--- config.mk ---
export PLATFORM = sky130hd
export DESIGN_NAME = dmi_buf_stage
export DESIGN_NICKNAME = d
export VERILOG_FILES = /design/src/rtl/dm_pkg.sv /design/src/rtl/dmi_buf_stage_pkg.sv /design/src/rtl/dmi_fifo.sv /design/src/rtl/dmi_buf_stage.sv
export SDC_FILE = /design/constraint.sdc
export NUM_CORES = 1
export LEC_CHECK = 0
export CORE_MARGIN = 2
export CORE_UTILIZATION = 52
export CTS_BUF_LIST = sky130_fd_sc_hd__clkbuf_4
export CTS_CLUSTER_DIAMETER = 80
export DETAILED_ROUTE_END_ITERATION = 16
export PLACE_DENSITY_LB_ADDON = 0.25
export SKIP_LAST_GASP = 1
export SLEW_MARGIN = 20
export SYNTH_ARGS = -nofsm -noshare
export SYNTH_HDL_FRONTEND = slang
export SYNTH_HIERARCHICAL = 1
export SYNTH_SLANG_ARGS = --single-unit
--- constraint.sdc ---
create_clock -name clk_i -period 3.4 [get_ports clk_i]
set_input_delay 0.34 -clock clk_i [delete_from_list [all_inputs] [get_ports clk_i]]
set_output_delay 0.34 -clock clk_i [all_outputs]
set_load 0.1 [all_outputs]
--- src/rtl/dm_pkg.sv ---
// Shared debug-module package: DMI request/response payload types used on
// both sides of the buffer stage. No ports; types only.
package dm;

  typedef enum logic [1:0] {
    DTM_NOP   = 2'h0,
    DTM_READ  = 2'h1,
    DTM_WRITE = 2'h2
  } dtm_op_e;

  typedef struct packed {
    logic [6:0]  addr;
    dtm_op_e     op;
    logic [31:0] data;
  } dmi_req_t;

  typedef struct packed {
    logic [31:0] data;
    logic [1:0]  resp;
  } dmi_resp_t;

endpackage

--- src/rtl/dmi_buf_stage_pkg.sv ---
// Constants and helpers shared by the DMI buffer stage and its FIFO.
// No ports.
package dmi_buf_stage_pkg;

  localparam int MIN_DEPTH = 1;
  localparam int MAX_DEPTH = 16;

  function automatic bit depth_ok(input int depth);
    return (depth >= MIN_DEPTH) && (depth <= MAX_DEPTH);
  endfunction

  // Pointer width; a single-entry FIFO still carries a 1-bit pointer that
  // simply stays at 0.
  function automatic int ptr_width(input int depth);
    return (depth > 1) ? $clog2(depth) : 1;
  endfunction

endpackage

--- src/rtl/dmi_fifo.sv ---
// Generic in-order FIFO with registered output, used once per DMI path.
// Ports:
//   clk_i, rst_ni   clock, synchronous active-low reset
//   flush_i         empties the FIFO at the edge, blocks input while high
//   in_data_i/in_valid_i/in_ready_o     push side
//   out_data_o/out_valid_o/out_ready_i  pop side
//   count_o         registered occupancy
// Handshake: a beat transfers on a clock edge where valid && ready; valid
// never depends on ready, and a held beat keeps its payload stable.
module dmi_fifo
  import dmi_buf_stage_pkg::*;
#(
  parameter  int WIDTH = 8,
  parameter  int DEPTH = 2,
  localparam int CW    = $clog2(DEPTH + 1),
  localparam int PW    = ptr_width(DEPTH)
) (
  input  logic             clk_i,
  input  logic             rst_ni,
  input  logic             flush_i,
  input  logic [WIDTH-1:0] in_data_i,
  input  logic             in_valid_i,
  output logic             in_ready_o,
  output logic [WIDTH-1:0] out_data_o,
  output logic             out_valid_o,
  input  logic             out_ready_i,
  output logic [CW-1:0]    count_o
);

  if (!depth_ok(DEPTH)) begin : g_bad_depth
    $error("dmi_fifo: DEPTH must be within 1..16");
  end

  logic [WIDTH-1:0] mem_q [DEPTH];
  logic [PW-1:0]    wr_ptr_q;
  logic [PW-1:0]    rd_ptr_q;
  logic [CW-1:0]    count_q;
  logic             push;
  logic             pop;

  function automatic logic [PW-1:0] next_ptr(input logic [PW-1:0] ptr);
    return (ptr == PW'(DEPTH - 1)) ? '0 : ptr + PW'(1);
  endfunction

  assign out_valid_o = (count_q != '0);
  assign out_data_o  = mem_q[rd_ptr_q];
  assign count_o     = count_q;

  // Accepting while full is safe when the head leaves in the same cycle.
  assign in_ready_o  = !flush_i && ((count_q < CW'(DEPTH)) || out_ready_i);
  assign push        = in_valid_i && in_ready_o;
  assign pop         = out_valid_o && out_ready_i && !flush_i;

  always_ff @(posedge clk_i) begin
    if (!rst_ni) begin
      wr_ptr_q <= '0;
      rd_ptr_q <= '0;
      count_q  <= '0;
      for (int i = 0; i < DEPTH; i++) mem_q[i] <= '0;
    end else if (flush_i) begin
      wr_ptr_q <= '0;
      rd_ptr_q <= '0;
      count_q  <= '0;
    end else begin
      if (push) begin
        mem_q[wr_ptr_q] <= in_data_i;
        wr_ptr_q        <= next_ptr(wr_ptr_q);
      end
      if (pop) rd_ptr_q <= next_ptr(rd_ptr_q);
      if (push && !pop)      count_q <= count_q + CW'(1);
      else if (pop && !push) count_q <= count_q - CW'(1);
    end
  end

endmodule

--- src/rtl/dmi_buf_stage.sv ---
// DMI buffer stage: decouples a DMI source (debug transport) from its
// destination (debug module) with one FIFO on the request path and one on
// the response path, plus a one-cycle registered copy of the clear signal.
// Ports:
//   clk_i, rst_ni                         clock, synchronous active-low reset
//   dmi_clear_i / dmi_clear_o             flush in, registered flush out
//   dmi_req_i/_valid_i/_ready_o           request from source
//   dmi_req_o/_valid_o/_ready_i           request to destination
//   dmi_resp_i/_valid_i/_ready_o          response from destination
//   dmi_resp_o/_valid_o/_ready_i          response to source
//   req_count_o, resp_count_o             registered FIFO occupancy
module dmi_buf_stage
  import dmi_buf_stage_pkg::*;
#(
  parameter int REQ_DEPTH  = 2,
  parameter int RESP_DEPTH = 2
) (
  input  logic                            clk_i,
  input  logic                            rst_ni,
  input  logic                            dmi_clear_i,
  input  dm::dmi_req_t                    dmi_req_i,
  input  logic                            dmi_req_valid_i,
  output logic                            dmi_req_ready_o,
  output dm::dmi_resp_t                   dmi_resp_o,
  output logic                            dmi_resp_valid_o,
  input  logic                            dmi_resp_ready_i,
  output logic                            dmi_clear_o,
  output dm::dmi_req_t                    dmi_req_o,
  output logic                            dmi_req_valid_o,
  input  logic                            dmi_req_ready_i,
  input  dm::dmi_resp_t                   dmi_resp_i,
  input  logic                            dmi_resp_valid_i,
  output logic                            dmi_resp_ready_o,
  output logic [$clog2(REQ_DEPTH+1)-1:0]  req_count_o,
  output logic [$clog2(RESP_DEPTH+1)-1:0] resp_count_o
);

  localparam int REQ_W  = $bits(dm::dmi_req_t);
  localparam int RESP_W = $bits(dm::dmi_resp_t);

  logic [REQ_W-1:0]  req_data;
  logic [RESP_W-1:0] resp_data;

  dmi_fifo #(
    .WIDTH (REQ_W),
    .DEPTH (REQ_DEPTH)
  ) i_req_fifo (
    .clk_i       (clk_i),
    .rst_ni      (rst_ni),
    .flush_i     (dmi_clear_i),
    .in_data_i   (dmi_req_i),
    .in_valid_i  (dmi_req_valid_i),
    .in_ready_o  (dmi_req_ready_o),
    .out_data_o  (req_data),
    .out_valid_o (dmi_req_valid_o),
    .out_ready_i (dmi_req_ready_i),
    .count_o     (req_count_o)
  );

  dmi_fifo #(
    .WIDTH (RESP_W),
    .DEPTH (RESP_DEPTH)
  ) i_resp_fifo (
    .clk_i       (clk_i),
    .rst_ni      (rst_ni),
    .flush_i     (dmi_clear_i),
    .in_data_i   (dmi_resp_i),
    .in_valid_i  (dmi_resp_valid_i),
    .in_ready_o  (dmi_resp_ready_o),
    .out_data_o  (resp_data),
    .out_valid_o (dmi_resp_valid_o),
    .out_ready_i (dmi_resp_ready_i),
    .count_o     (resp_count_o)
  );

  assign dmi_req_o  = dm::dmi_req_t'(req_data);
  assign dmi_resp_o = dm::dmi_resp_t'(resp_data);

  always_ff @(posedge clk_i) begin
    if (!rst_ni) dmi_clear_o <= 1'b0;
    else         dmi_clear_o <= dmi_clear_i;
  end

endmodule

## Word level (Yosys, flattened, before mapping)

Memory sizes are Yosys's and may differ from the RTL's. A register that Yosys moved wholly into a read port is not among the register bits.
Index checks and enable logic that the tools add are counted.

- Flip-flop bits (word level): 9
- Bits in writable memories: 150
- Bits of input ports: 82
- Output and inout bits: 84
- Logic and storage cells: 73
- Memories: 2

- $add $sub $neg: 8
- Order comparisons: 2
- Muxes and demuxes: 27
- Bitwise logic cells: 1
- Reduce and logical (&&, ||, !) cells: 26

Memories:

| memory | words | width | rd ports | clocked after Yosys merged registers in | wr ports | line | source |
|---|---|---|---|---|---|---|---|
| i_req_fifo.mem_q | 2 | 41 | 1 | 1 | 2 | dmi_fifo.sv:34 | `logic [WIDTH-1:0] mem_q [DEPTH];` |
| i_resp_fifo.mem_q | 2 | 34 | 1 | 1 | 2 | dmi_fifo.sv:34 |  |

Operator list:

| kind | number |
|---|---|
| two-way mux 41 bit | 1 |
| OR reduction 41 bit | 1 |
| two-way mux 34 bit | 1 |
| OR reduction 34 bit | 1 |
| two-way mux 1 bit | 21 |
| logical AND 1 bit | 12 |
| two-way mux 2 bit | 4 |
| nonzero test 2 bit | 4 |
| zero test 1 bit | 5 |
| adder 1 bit, second input constant | 4 |
| adder 2 x 1 -> 2 bit, second input constant | 2 |
| less-than comparator 2 bit, second input constant | 2 |
| subtractor 2 x 1 -> 2 bit, second input constant | 2 |
| logical OR 1 bit | 2 |
| OR reduction 2 bit | 1 |
| NOT 1 bit | 1 |

## Longest topological paths before layout

Gate-level depths: netlist of the first run.

- Depth after elaboration: 10
- Mapped depth: 6
- Depth with buffers taken out: 6

## Cells and area by module

Netlist of the first run, hierarchy kept.

Modules (own cells, without submodules):

| module | instances | cells each | area each (um2) | sequential area each (um2) |
|---|---|---|---|---|
| dmi_fifo (i_req_fifo) | 1 | 296 | 3861.2 | 2562.5 |
| dmi_fifo (i_resp_fifo) | 1 | 250 | 3260.6 | 2142.1 |
| dmi_buf_stage | 1 | 2 | 26.3 | 20.0 |

## Worst setup path after synthesis of the first run

No wires, ideal clock.

- Path type: register to register
- Start: register i_req_fifo.count_q[1] (netlist: i_req_fifo/count_o[1])
- End: memory i_req_fifo/mem_q[1][0] (netlist bit) (enable)
- Library setup time: 538 ps
- Arrival time: 2414 ps
- Required time: 2862 ps
- Setup slack: 447 ps
- Cell stages (with the launch flop): 6
- Buffers on the path: 2
- Period minus slack after synthesis: 2953 ps
- Cell sequence: dfxtp_1 nor2b_4 or3b_1 buf_6 buf_12 nand2_1

RTL lines:

| item | line | source |
|---|---|---|
| start: declaration | dmi_fifo.sv:37 | `logic [CW-1:0] count_q;` |
| start signal: assignment | dmi_fifo.sv:70 | `if (push && !pop) count_q <= count_q + CW'(1);` |
| start signal: assignment | dmi_fifo.sv:71 | `else if (pop && !push) count_q <= count_q - CW'(1);` |
| end: declaration | dmi_fifo.sv:34 |  |

==> results of run 1 <==
==> power by group through the flow <==
stage / sequential [µW] / clock, µW / combinational [µW]
2_1_floorplan: 2350 / 0 / 755
3_3_place_gp: 2330 / 0 / 1020
3_5_place_dp: 2340 / 0 / 1030
4_1_cts: 2300 / 1300 / 1030
5_1_grt: 2310 / 1370 / 1060
6_report: 2300 / 1270 / 1030
==> flip-flops by register name (all words and copies together) (netlist names), named ones only <==
register / cells
i_req_fifo/mem_q: 82
i_resp_fifo/mem_q: 68
i_req_fifo/count_o: 2
i_resp_fifo/count_o: 2
dmi_clear_o: 1
i_req_fifo/rd_ptr_q: 1
i_req_fifo/wr_ptr_q: 1
i_resp_fifo/rd_ptr_q: 1
i_resp_fifo/wr_ptr_q: 1
==> worst min-delay path, stage by stage <==
cell and delay, ns:
buf_2 0.23, nand2_1 0.13, nor2_1 0.04
==> how the worst min path moves through the flow <==
stage / start / endpoint / slack [ns] / cells after the start
2_1_floorplan: i_req_fifo/wr_ptr_q$_SDFFE_PP0P_ / i_req_fifo/wr_ptr_q$_SDFFE_PP0P_ / 0.46 / 2
3_3_place_gp: i_req_fifo/wr_ptr_q$_SDFFE_PP0P_ / i_req_fifo/wr_ptr_q$_SDFFE_PP0P_ / 0.48 / 2
3_5_place_dp: i_req_fifo/wr_ptr_q$_SDFFE_PP0P_ / i_req_fifo/wr_ptr_q$_SDFFE_PP0P_ / 0.48 / 2
4_1_cts: rst_ni / i_req_fifo/mem_q[0][11]$_SDFFCE_PN0P_ / 0.30 / 3
5_1_grt: rst_ni / i_req_fifo/mem_q[1][24]$_SDFFCE_PN0P_ / 0.33 / 3
6_report: rst_ni / i_req_fifo/mem_q[0][11]$_SDFFCE_PN0P_ / 0.35 / 3
==> placed cells by master, fill, tap and decap left out, types with 3 or more instances in the layout <==
cell type / n
o21ai_0: 6
edfxtp_1: 150
nor2_1: 139
mux2_2: 75
nor2_4: 18
or3_1: 4
nor2_2: 3
nand2_1: 79
clkbuf_4: 17
bufinv_16: 5
clkdlybuf4s50_1: 87
buf_4: 86
clkinv_2: 6
xor2_1: 6
dfxtp_1: 10
a21oi_1: 4
==> cell families after synthesis <==
kind of cell    after synthesis  synth area share
fa+ha+maj                     2           0.00350
flops                       161             0.661
mux                          75             0.118
simple gates                256             0.162
xor+xnor                      6           0.00735
compound gates               10           0.00700
buf+inv                      38            0.0410
==> area by class of cell <==
| class | instances | area, µm² |
|---|---|---|
| diodes | 1 | 2.50 |
| clock buffers | 17 | 128 |
| clock inverters | 14 | 195 |
| fillers | 1036 | 4370 |
| inverters | 2 | 7.51 |
| multi-input cells | 349 | 2140 |
| flip-flops and latches | 161 | 4730 |
| well taps | 176 | 220 |
| repair buffers | 176 | 1560 |
==> through the flow <==
stage	cell area (µm²)	worst slack, ns	hold WS, ns
finish	8980	0.793	0.350
global route	8980	0.651	0.334
CTS	8970	0.714	0.301
detailed placement	8650	0.863	0.485
global placement	8650	0.874	0.476
floorplan	7150	0.447	0.457
==> per-layer routing <==
layer  part of all wire  wire length (µm)
met3              0.062               902
met5                  0                 0
met1               0.41              5980
met2               0.50              7300
met4              0.030               434
==> metrics.txt, run 1 <==
status=completed; Die W=121 µm; Hold Violations, Final=0; part of the power in the clock network=0.276; fin cells=896; top cell type's share of synthesized area=0.630; RSZ-0062 raised after global routing=no; wire per inst=roughly 16 µm; Worst Skew=approximately 0.017 ns; CP max-delay cell=dfxtp_2; R2R Path Start=i_resp_fifo/count_o[1]$_SDFFE_PP0P_; switching share of power=0.308; Nets=791; Worst EP arrival=2.27 ns; fmax=0.384 GHz; initial antenna violation count=1; pin count of the biggest net entering global routing=43; Final HPWL DP=9380 µm; H-Tree Level Count=4; first-pass GRT wire length=around 22000 µm; number of flops mapped to enable cells by yosys=150; Post-synth top cells=edfxtp_1, nor2_1, nand2_1; Mapped Cells=548; cts repair resizes=0; slew at the pin with the worst max-slew slack=1.02 ns; Initial Util=0.536; Die ar.=0.0147 mm²; global routing's busiest layer=met2; min Tclk post-route=2.61 ns; Clock transition at path regs=approximately 0.13 ns; Register-to-Register Setup Slack=1.40 ns; Area Overhead vs Synth=25.6%; Int Pwr=3170 µW; Via density=5.13; Total Wirelength=14600 µm; MaxCap Viol Count=0; DRC errors left=0; M1 GR Usage=0.241; setup TNS=0 ns; reg2reg path depth=5; critical path, cell by cell=mux2_2, buf_4; count leader, synth=edfxtp_1; RR Endpoint=i_resp_fifo/mem_q[0][11]$_SDFFCE_PN0P_; vias in the first global route=between 4000 and 5000; Inst Count DP=864; GR Util met3=0.0573; GR met2 Demand/Resource=0.338; Worst Setup EP=dmi_req_o[20]; Seq pwr share=0.500; Critical Path Source Type=flip-flop; Power Dens Cells=511 mW/mm²; Synth Register Bits=161; maximum root-to-sink buffer count=2; layout cell share with drive strength beyond 1=0.310; grt total ovfl=0; buffers and inverters on the worst path=1; Synth Area per Inst=13.0 µm²; Seq/Total Area, Yosys=0.661; maximum VDD drop=0.265 mV; overall power=4590 µW; DRT iter0 DRCs=313; synthesized area=0.00715 mm²; Final setup viols=0; slowest stage delay, CP=1.02 ns; Total Routing Usage GR=0.202; YS warnings=6; CP Data Required Time=around 3.1 ns; Leak=0.00343 µW; Die H=between 100 and 150 µm; row count=42; Core Region=0.0133 mm²; Vias=~4600; I/O pins=166; Finished Core Util=0.672; postcts setup bufs=0; Crit path depth=2; switching power=1410 µW; largest fanout on the critical path=41; quantity of hold-fixing buffers added after cts=0; Synth area leader=edfxtp_1; worst skew pair latency=0.55 ns; synth top area cells=edfxtp_1, mux2_2, nor2_1, nand2_1, dfxtp_1; Tcrit/Tclk final=0.767; Async S/R FF share, synth=0; GPL Wtd Cong=0.740; Crit Path Class=flip-flop to primary output; drt pass-1 iters=4; TritonCTS buffer count=17; Yosys cell types=23; Crit. End Element=primary output; TritonCTS clock tree=built; Syn Nets=approximately 630; Port Buf Inserts=165; Post-synth top flop=edfxtp_1; CTS root buf=clkbuf_4; number of clock sinks=about 160; Final Max Tran Viols=0; antenna-violating nets left=0; Top Family by Delay on Critical Path=flip-flops; Logic pwr share=0.224; slew margin rel.=0.321; worst hold path class=input pin to flip-flop
(Power assumes the default switching activity.)
==> run 2, diff against run 1 <==
clock period = 2.5 ns   (was 3.4 ns; I/O delays follow)
==> metrics.txt, run 2 (same netlist as run 1, synthesis figures left out) <==
status=completed; reg2reg path depth=4; Worst EP arrival=1.94 ns; slew margin rel.=0.599; Initial Util=0.536; Critical Path Source Type=flip-flop; MaxCap Viol Count=0; wire per inst=16.3 µm; Via density=5.15; Final Max Tran Viols=0; Nets=793; drt pass-1 iters=5; antenna-violating nets left=0; Hold Slack=0.327 ns; Area Overhead vs Synth=39.2%; Reg with most FFs=i_req_fifo/mem_q; row count=42; RSZ-0062 raised after global routing=no; Vias=4630; pin count of the biggest net entering global routing=43; Core Region=0.0133 mm²; maximum root-to-sink buffer count=2; most frequent cells in the layout=edfxtp_1, nor2_1, clkdlybuf4s50_1; fmax=~0.46 GHz; Hold Violations, Final=0; first-pass GRT wire length=22800 µm; GR met2 Demand/Resource=0.355; maximum VDD drop=~0.37 mV; initial antenna violation count=1; grt total ovfl=0; Total Routing Usage GR=0.206; Final HPWL DP=9850 µm; TritonCTS clock tree=built; Crit. End Element=primary output; WHS Path Cells=2; layout cell share with drive strength beyond 1=0.325; CP Data Required Time=2.25 ns; DRT iter0 DRCs=341; Power Dens Cells=656 mW/mm²; Port Buf Inserts=between 150 and 200; largest fanout on the critical path=41; H-Tree Level Count=4; Die ar.=0.0147 mm²; setup TNS=0 ns; DRC errors left=0; FF/Latch Area=0.00473 mm²; global routing's busiest layer=met2; overall power=~6500 µW; I/O pins=around 170; GPL Wtd Cong=about 0.80; Crit Path Class=flip-flop to primary output; largest registers=i_req_fifo/mem_q (82), i_resp_fifo/mem_q (68); number of fillers in the final layout=868; number of flip-flops under the largest register name=82; Clock transition at path regs=0.12 ns; leading cell type in the layout, fill and taps excluded=edfxtp_1; M1 GR Usage=0.239; postcts setup bufs=0; slew at the pin with the worst max-slew slack=0.601 ns; worst hold path class=input pin to flip-flop; TritonCTS buffer count=17; GR Util met3=0.0540; worst skew pair latency=0.52 ns; CTS root buf=clkbuf_4; number of clock sinks=between 150 and 200; vias in the first global route=between 4000 and 5000; Die H=121 µm; Total Wirelength=14700 µm; Multi-input gate area=around 0.0021 mm²; Tcrit/Tclk final=0.876; quantity of hold-fixing buffers added after cts=0; cts repair resizes=0; Final setup viols=0; Die W=121 µm; Worst Skew=0.0122 ns; Register-to-Register Setup Slack=slightly above 0.8 ns; Leak=about 0.0037 µW; min Tclk post-route=2.19 ns
-- run 2: final timing paths --
check | end | start
max | dmi_req_o[19] | flip-flop
min | dmi_clear_o$_SDFF_PN0_ | rst_ni
max reg2reg | i_resp_fifo/mem_q[1][22]$_SDFFCE_PN0P_ | i_resp_fifo/count_o[1]$_SDFFE_PP0P_
min reg2reg | i_resp_fifo/wr_ptr_q$_SDFFE_PP0P_ | i_resp_fifo/wr_ptr_q$_SDFFE_PP0P_
-- run 2: area by class of cell --
cell class / instances / area share
tap: 176 / 0.0221
multi-input combinational: 349 / 0.215
clock inverter: 14 / 0.0195
clock buffer: 18 / 0.0136
antenna: 1 / 0.000251
sequential: 161 / 0.475
timing repair buffer: 178 / 0.253
inverter: 2 / 0.000754
-- run 2: metal layers --
metal / vias to the layer above / routed length (µm) / part of all wire
met5: - / 0 / 0
met4: 0 / 455 / 0.031
met3: 39 / 843 / 0.057
met2: 161 / 7690 / 0.52
met1: 2225 / 5670 / 0.39
li1: 2205 / - / -
-- run 2: metrics by stage --
| step | setup WS, ns | instances | area (µm²) | util |
|---|---|---|---|---|
| final | 0.311 | 899 | 9950 | 0.746 |
| after global routing | 0.178 | 899 | 9950 | 0.746 |
| after CTS | 0.242 | 898 | 9950 | 0.745 |
| after detailed placement | 0.366 | 866 | 9620 | 0.721 |
| after global placement | 0.413 | 866 | 9620 | 0.721 |
| after floorplan | 0.0311 | 548 | 7160 | - |
-- run 2: power by group --
group	switching, µW	total, µW	internal, µW
clock network	832	1720	885
registers	35.9	3120	3080
logic	1090	1690	606
-- run 2: critical path: stages (launching register included) --
cell,delay [ns]
dfxtp_2,0.33
buf_4,0.44
mux2_2,0.44
buf_12,0.17
